===== src/rtl/hazard_pkg.sv =====
// Shared types for the pipeline hazard scheduler: forwarding encodings and the
// shadow stage record. Pure declarations, no logic, so no latency applies.
// No flow control: values only.
package hazard_pkg;

    // Register-address width carried inside each stage record.
    localparam int REC_AW = 5;

    // EX operand source selects.
    localparam logic [1:0] FWD_RF  = 2'd0;
    localparam logic [1:0] FWD_MEM = 2'd1;
    localparam logic [1:0] FWD_WB  = 2'd2;

    // What the scheduler remembers about the instruction occupying a stage.
    typedef struct packed {
        logic              valid;
        logic [REC_AW-1:0] rd;
        logic              we;
        logic              is_load;
        logic [REC_AW-1:0] rs1;
        logic [REC_AW-1:0] rs2;
        logic              uses1;
        logic              uses2;
    } stage_rec_t;

    // A stage produces a value worth forwarding or waiting on only when it
    // really writes the regfile and the target is not the hardwired x0.
    function automatic logic is_writer(stage_rec_t r);
        return r.valid & r.we & (r.rd != '0);
    endfunction

endpackage


===== src/rtl/hazard_stage_rec.sv =====
// Single shadow stage record register with hold / clear / load controls.
// Latency: one cycle from d to q.
// Backpressure: hold wins over clear and load; clear inserts an invalid record.
//
// Ports: clock, reset (sync, active-high), load, hold, clear, d (next record),
//        q (current record).
module hazard_stage_rec
    import hazard_pkg::*;
(
    input  logic       clock,
    input  logic       reset,
    input  logic       load,
    input  logic       hold,
    input  logic       clear,
    input  stage_rec_t d,
    output stage_rec_t q
);

    always_ff @(posedge clock) begin
        if (reset) begin
            q <= '0;
        end else if (hold) begin
            q <= q;
        end else if (clear) begin
            q <= '0;
        end else if (load) begin
            q <= d;
        end
    end

endmodule


===== src/rtl/hazard_unit.sv =====
// Five-stage pipeline scheduler: stall/bubble/flush/freeze and EX forwarding.
// Latency: controls are combinational (same cycle); records/counters registered.
// Backpressure: mem_busy freezes the whole pipe and holds all internal state.
//
// Ports:
//   clock, reset            core clock, synchronous active-high reset
//   id_*                    decoded fields of the instruction sitting in ID
//   ex_redirect             EX resolved a taken branch or jump
//   mem_busy                data memory not ready
//   stall_f/stall_d         hold PC / IF-ID
//   bubble_e                load NOP into ID/EX
//   flush_d/flush_e         clear IF-ID / ID-EX
//   freeze                  hold ID/EX, EX/MEM, MEM/WB
//   fwd_a/fwd_b             EX operand sources (FWD_RF/FWD_MEM/FWD_WB)
//   stall_count/flush_count load-use stall cycles / redirects taken
module hazard_unit
    import hazard_pkg::*;
#(
    parameter int REG_AW = REC_AW,
    parameter int CNT_W  = 32
) (
    input  logic              clock,
    input  logic              reset,
    input  logic              id_valid,
    input  logic [REG_AW-1:0] id_rs1,
    input  logic [REG_AW-1:0] id_rs2,
    input  logic              id_uses_rs1,
    input  logic              id_uses_rs2,
    input  logic [REG_AW-1:0] id_rd,
    input  logic              id_write_back,
    input  logic              id_is_load,
    input  logic              ex_redirect,
    input  logic              mem_busy,
    output logic              stall_f,
    output logic              stall_d,
    output logic              bubble_e,
    output logic              flush_d,
    output logic              flush_e,
    output logic              freeze,
    output logic [1:0]        fwd_a,
    output logic [1:0]        fwd_b,
    output logic [CNT_W-1:0]  stall_count,
    output logic [CNT_W-1:0]  flush_count
);

    stage_rec_t id_rec;
    stage_rec_t ex_rec;
    stage_rec_t mem_rec;
    stage_rec_t wb_rec;

    logic redirect;
    logic load_use;
    logic src_hit;

    // Source/destination fields of mem/wb records are kept for symmetry but
    // only rd/we/valid of the older stages feed decisions.
    logic unused_rec_bits;
    assign unused_rec_bits = ^{mem_rec, wb_rec};

    always_comb begin
        id_rec         = '0;
        id_rec.valid   = id_valid;
        id_rec.rd      = id_rd;
        id_rec.we      = id_write_back;
        id_rec.is_load = id_is_load;
        id_rec.rs1     = id_rs1;
        id_rec.rs2     = id_rs2;
        id_rec.uses1   = id_uses_rs1;
        id_rec.uses2   = id_uses_rs2;
    end

    // A redirect seen while frozen stays latched in EX upstream, so it is
    // simply acted on once the freeze drops.
    assign redirect = ex_redirect & ~mem_busy;

    assign src_hit  = (id_uses_rs1 & (id_rs1 == ex_rec.rd)) |
                      (id_uses_rs2 & (id_rs2 == ex_rec.rd));

    // The ID instruction is wrong-path under a redirect, so its load-use
    // dependency is irrelevant.
    assign load_use = ~mem_busy & ~ex_redirect & id_valid &
                      is_writer(ex_rec) & ex_rec.is_load & src_hit;

    assign freeze   = mem_busy;
    assign stall_f  = mem_busy | load_use;
    assign stall_d  = mem_busy | load_use;
    assign bubble_e = load_use;
    assign flush_d  = redirect;
    assign flush_e  = redirect;

    // Youngest producer (MEM) takes precedence over WB.
    always_comb begin
        fwd_a = FWD_RF;
        fwd_b = FWD_RF;
        if (ex_rec.valid) begin
            if (ex_rec.uses1 && is_writer(mem_rec) && (mem_rec.rd == ex_rec.rs1)) begin
                fwd_a = FWD_MEM;
            end else if (ex_rec.uses1 && is_writer(wb_rec) && (wb_rec.rd == ex_rec.rs1)) begin
                fwd_a = FWD_WB;
            end
            if (ex_rec.uses2 && is_writer(mem_rec) && (mem_rec.rd == ex_rec.rs2)) begin
                fwd_b = FWD_MEM;
            end else if (ex_rec.uses2 && is_writer(wb_rec) && (wb_rec.rd == ex_rec.rs2)) begin
                fwd_b = FWD_WB;
            end
        end
    end

    // EX gets a bubble on redirect or load-use; older stages always advance
    // unless frozen.
    hazard_stage_rec u_ex_rec (
        .clock (clock),
        .reset (reset),
        .load  (1'b1),
        .hold  (mem_busy),
        .clear (redirect | load_use),
        .d     (id_rec),
        .q     (ex_rec)
    );

    hazard_stage_rec u_mem_rec (
        .clock (clock),
        .reset (reset),
        .load  (1'b1),
        .hold  (mem_busy),
        .clear (1'b0),
        .d     (ex_rec),
        .q     (mem_rec)
    );

    hazard_stage_rec u_wb_rec (
        .clock (clock),
        .reset (reset),
        .load  (1'b1),
        .hold  (mem_busy),
        .clear (1'b0),
        .d     (mem_rec),
        .q     (wb_rec)
    );

    // Performance counters wrap silently.
    always_ff @(posedge clock) begin
        if (reset) begin
            stall_count <= '0;
            flush_count <= '0;
        end else begin
            if (load_use) begin
                stall_count <= stall_count + CNT_W'(1);
            end
            if (redirect) begin
                flush_count <= flush_count + CNT_W'(1);
            end
        end
    end

endmodule


===== config.mk =====
export PLATFORM = sky130hd
export DESIGN_NAME = hazard_unit
export DESIGN_NICKNAME = d
export VERILOG_FILES = /design/src/rtl/hazard_pkg.sv /design/src/rtl/hazard_stage_rec.sv /design/src/rtl/hazard_unit.sv
export SDC_FILE = /design/constraint.sdc
export NUM_CORES = 1
export LEC_CHECK = 0
export ABC_CLOCK_PERIOD_IN_PS = 2770
export CAP_MARGIN = 10
export CELL_PAD_IN_SITES_DETAIL_PLACEMENT = 2
export CELL_PAD_IN_SITES_GLOBAL_PLACEMENT = 2
export CORE_UTILIZATION = 30
export CTS_BUF_LIST = sky130_fd_sc_hd__clkbuf_4 sky130_fd_sc_hd__clkbuf_8 sky130_fd_sc_hd__clkbuf_16
export DETAILED_ROUTE_END_ITERATION = 8
export GPL_TIMING_DRIVEN = 0
export PLACE_DENSITY = 0.8
export SLEW_MARGIN = 10
export SYNTH_ARGS = -nofsm -noshare
export SYNTH_HDL_FRONTEND = slang
export SYNTH_HIERARCHICAL = 1
export SYNTH_SLANG_ARGS = --single-unit

===== constraint.sdc =====
create_clock -name clock -period 2.77 [get_ports clock]
set_input_delay 0.6925 -clock clock [delete_from_list [all_inputs] [get_ports clock]]
set_output_delay 0.6925 -clock clock [all_outputs]
set_load 0.05 [all_outputs]

==> summary.txt <==
Job
  • Max Cap Viol: 0

CTS
  • H-tree Lvls: 3
  • Number of clock sinks: 98
  • Clock slew at reported path FFs: 0.06 ns
  • CTS tree: done
  • Hold buffers post-CTS: 0
  • Longest Clk Path Bufs: 2
  • Total CTS buffers: 9
  • Clk root buf: clkbuf_16
  • Clk Latency, worst-skew pair: 0.36 ns

Floorplan
  • Die Wd: 133 µm
  • # rows: 47
  • Die area: 0.0178 mm²
  • Initial core utilization: 30.9%
  • Height of the die: around 130 µm
  • Core Area: 0.0167 mm²
  • Boundary Pins: 98

Worst setup path
  • Setup CP Type: in2out
  • Delay-heaviest family, CP: buffers and inverters
  • Launch point of the critical path: id_rs1[3]
  • Cells on worst reg2reg path: 9
  • Worst setup SP type: input pin
  • R2R setup slack: 0.24 ns
  • Slowest-stage cell, CP: a32oi_2
  • CP Buf/Inv Count: 4
  • CP endpoint kind: output pin
  • Cell breakdown of the critical path: dlygate4sd2_1 > xor2_1 > nor4_2 > a32oi_2 > buf_6 > nor2_4 > or2_4 > buf_8 > buf_8
  • Max incr delay on CP: 0.28 ns
  • Worst Path Max Fanout: 3
  • RR Startpoint: u_ex_rec/q[18]
  • Crit path depth: 9
  • Most used cell, CP: buf_8
  • CP Data Arrival Time: 2.18 ns
  • Reg-to-reg endpoint: stall_count[25]
  • Crit path required time: 2.08 ns

Cells and area
  • Share of cells above drive strength 1: between 10% and 20%
  • Ant diodes: 0
  • Post-layout util: 41.2%
  • Final #Nets: 753
  • Area grow syn2layout: 33.2%

Detailed routing
  • DRC viols: 0
  • TritonRoute pass-1 iters: 4
  • Via count: about 5000
  • Initial DRC count: 158
  • Vias per inst: 5.31
  • Routed wire length: 18600 µm
  • Avg WL per Cell: 19.6 µm
  • Post-route ant nets: 0

Global route
  • GRT Resource Usage Total: 21.8%
  • GRT Residual Overflow: 0
  • Vias in the first global route: 5578
  • First-pass GRT wire length: slightly above 30000 µm
  • Largest net degree at the start of global routing: 17
  • Initial antenna violation count: 0

Timing
  • Hold slack: 0.500 ns
  • Max Fclk: between 300 and 400 MHz
  • Setup Skew: 0.00866 ns
  • RSZ-0062 raised after global routing: yes
  • Finish-stage setup viols: 2
  • Slew @ Worst Pin: 0.747 ns
  • Fin. Hold Viols: 0
  • Final Max Slew Viols: 0
  • Fin crit share: 104%
  • Slew HR: 50.0%
  • Setup ws final: -0.103 ns
  • Min Tclk post-route: approximately 2.9 ns

Place
  • Post-DP HPWL: 13600 µm
  • # port buffers: 97
  • Gpl congestion: 0.805
  • Post-place setup slack: -1.44 ns

Status
  • Violated checks: negative setup slack
  • Status: complete, but fails checks

Synthesis
  • Gate count after technology mapping: 601
  • Synth Cell Area: 0.00517 mm²
  • Avg Inst Size Synth: roughly 8.6 µm²
  • Yosys warnings: 6

Worst hold path
  • Hold wc startpoint: u_wb_rec/q[19]
  • Hold Path Sink: u_wb_rec/q[19]
  • Worst min path class: reg2reg
  • Hold depth: 2

Power and ir drop
  • PwrDens: 439 mW/mm²
  • Leakage: about 2.2 nW
  • Peak VDD IR: 0.264 mV
-- power by group --
part | switching, W | total [W] | internal (W)
Clock | 0.000571 | 0.00132 | 0.000745
Combinational | 0.000148 | 0.000259 | 0.000111
Sequential | 0.0000244 | 0.00145 | 0.00142
Total | 0.000744 | 0.00302 | 0.00228
-- through the flow --
stage	cells	cell area [µm²]	power (W)	setup TNS [ns]
CTS	950	6870	0.00306	-0.182
floorplan	609	5230	0.00162	-0.424
global placement	926	6480	0.00172	-29.62
finish	951	6880	0.00302	-0.169
detailed placement	926	6480	0.00173	-36.49
global route	951	6880	0.00312	-0.283
-- timing repair --
action                     CTS  global route
pin swaps                   10             6
gates resized for setup    101             8
setup buffers               10             1
setup endpoints to repair   38             7
-- cell type report --
cell class                 instances  area [µm²]
multi-input combinational        417        2880
tap                              220         275
sequential                        98        1980
timing repair buffer             108        1000
inverter                          44         165
clock inverter                     4        51.3
buffer                            49         278
clock buffer                      11         253
fill                            1848        9820
-- cells in the final DEF, fill, tap and decap left out, types with 4 or more instances in the layout --
cell type and instances:
clkbuf_1 23, xor2_1 20, and2_1 6, inv_1 44, conb_1 10, nor2_1 39
nand3_1 24, nor3_2 4, or3_1 5, or4_1 27, a21oi_1 33, buf_6 10
dfxtp_1 90, o31ai_1 25, and3_1 5, buf_4 14, nand4_1 20, nand2b_1 34
nor4_1 5, clkbuf_16 9, o21ai_0 6, buf_2 18, clkdlybuf4s50_1 73, and4_1 8
o32ai_1 34, clkbuf_2 4, nor3_1 15, nand2_1 19, dfxtp_2 5, xnor2_1 34
dlygate4sd2_1 7
-- flip-flops by register name (all words and copies together), names as in the netlist --
name         cells
u_mem_rec/q      7
stall_count     32
u_wb_rec/q       7
u_ex_rec/q      20
flush_count     32
-- tightest hold or removal path, stage by stage, from the launching register on --
cell	delay (ns)
dfxtp_1	0.32
inv_1	0.05
o32ai_1	0.08
-- routing by layer --
layer  GRT usage (%)  part of all wire [%]  vias to the layer above  wire [µm]
met5               0                     0                        -          0
met4            7.77                   2.1                        0        400
met3            3.96                   3.2                       30        595
met2            37.9                    50                      101       9360
met1            26.9                    44                     2526       8270
li1                -                     -                     2391          -
-- how the worst max path moves through the flow --
stage | slack (ns) | end
finish | -0.10 | stall_f
global route | -0.14 | stall_f
CTS | -0.11 | stall_f
detailed placement | -1.44 | stall_f
global placement | -1.38 | stall_f
floorplan | -0.30 | stall_f
(Power assumes the default switching activity.)
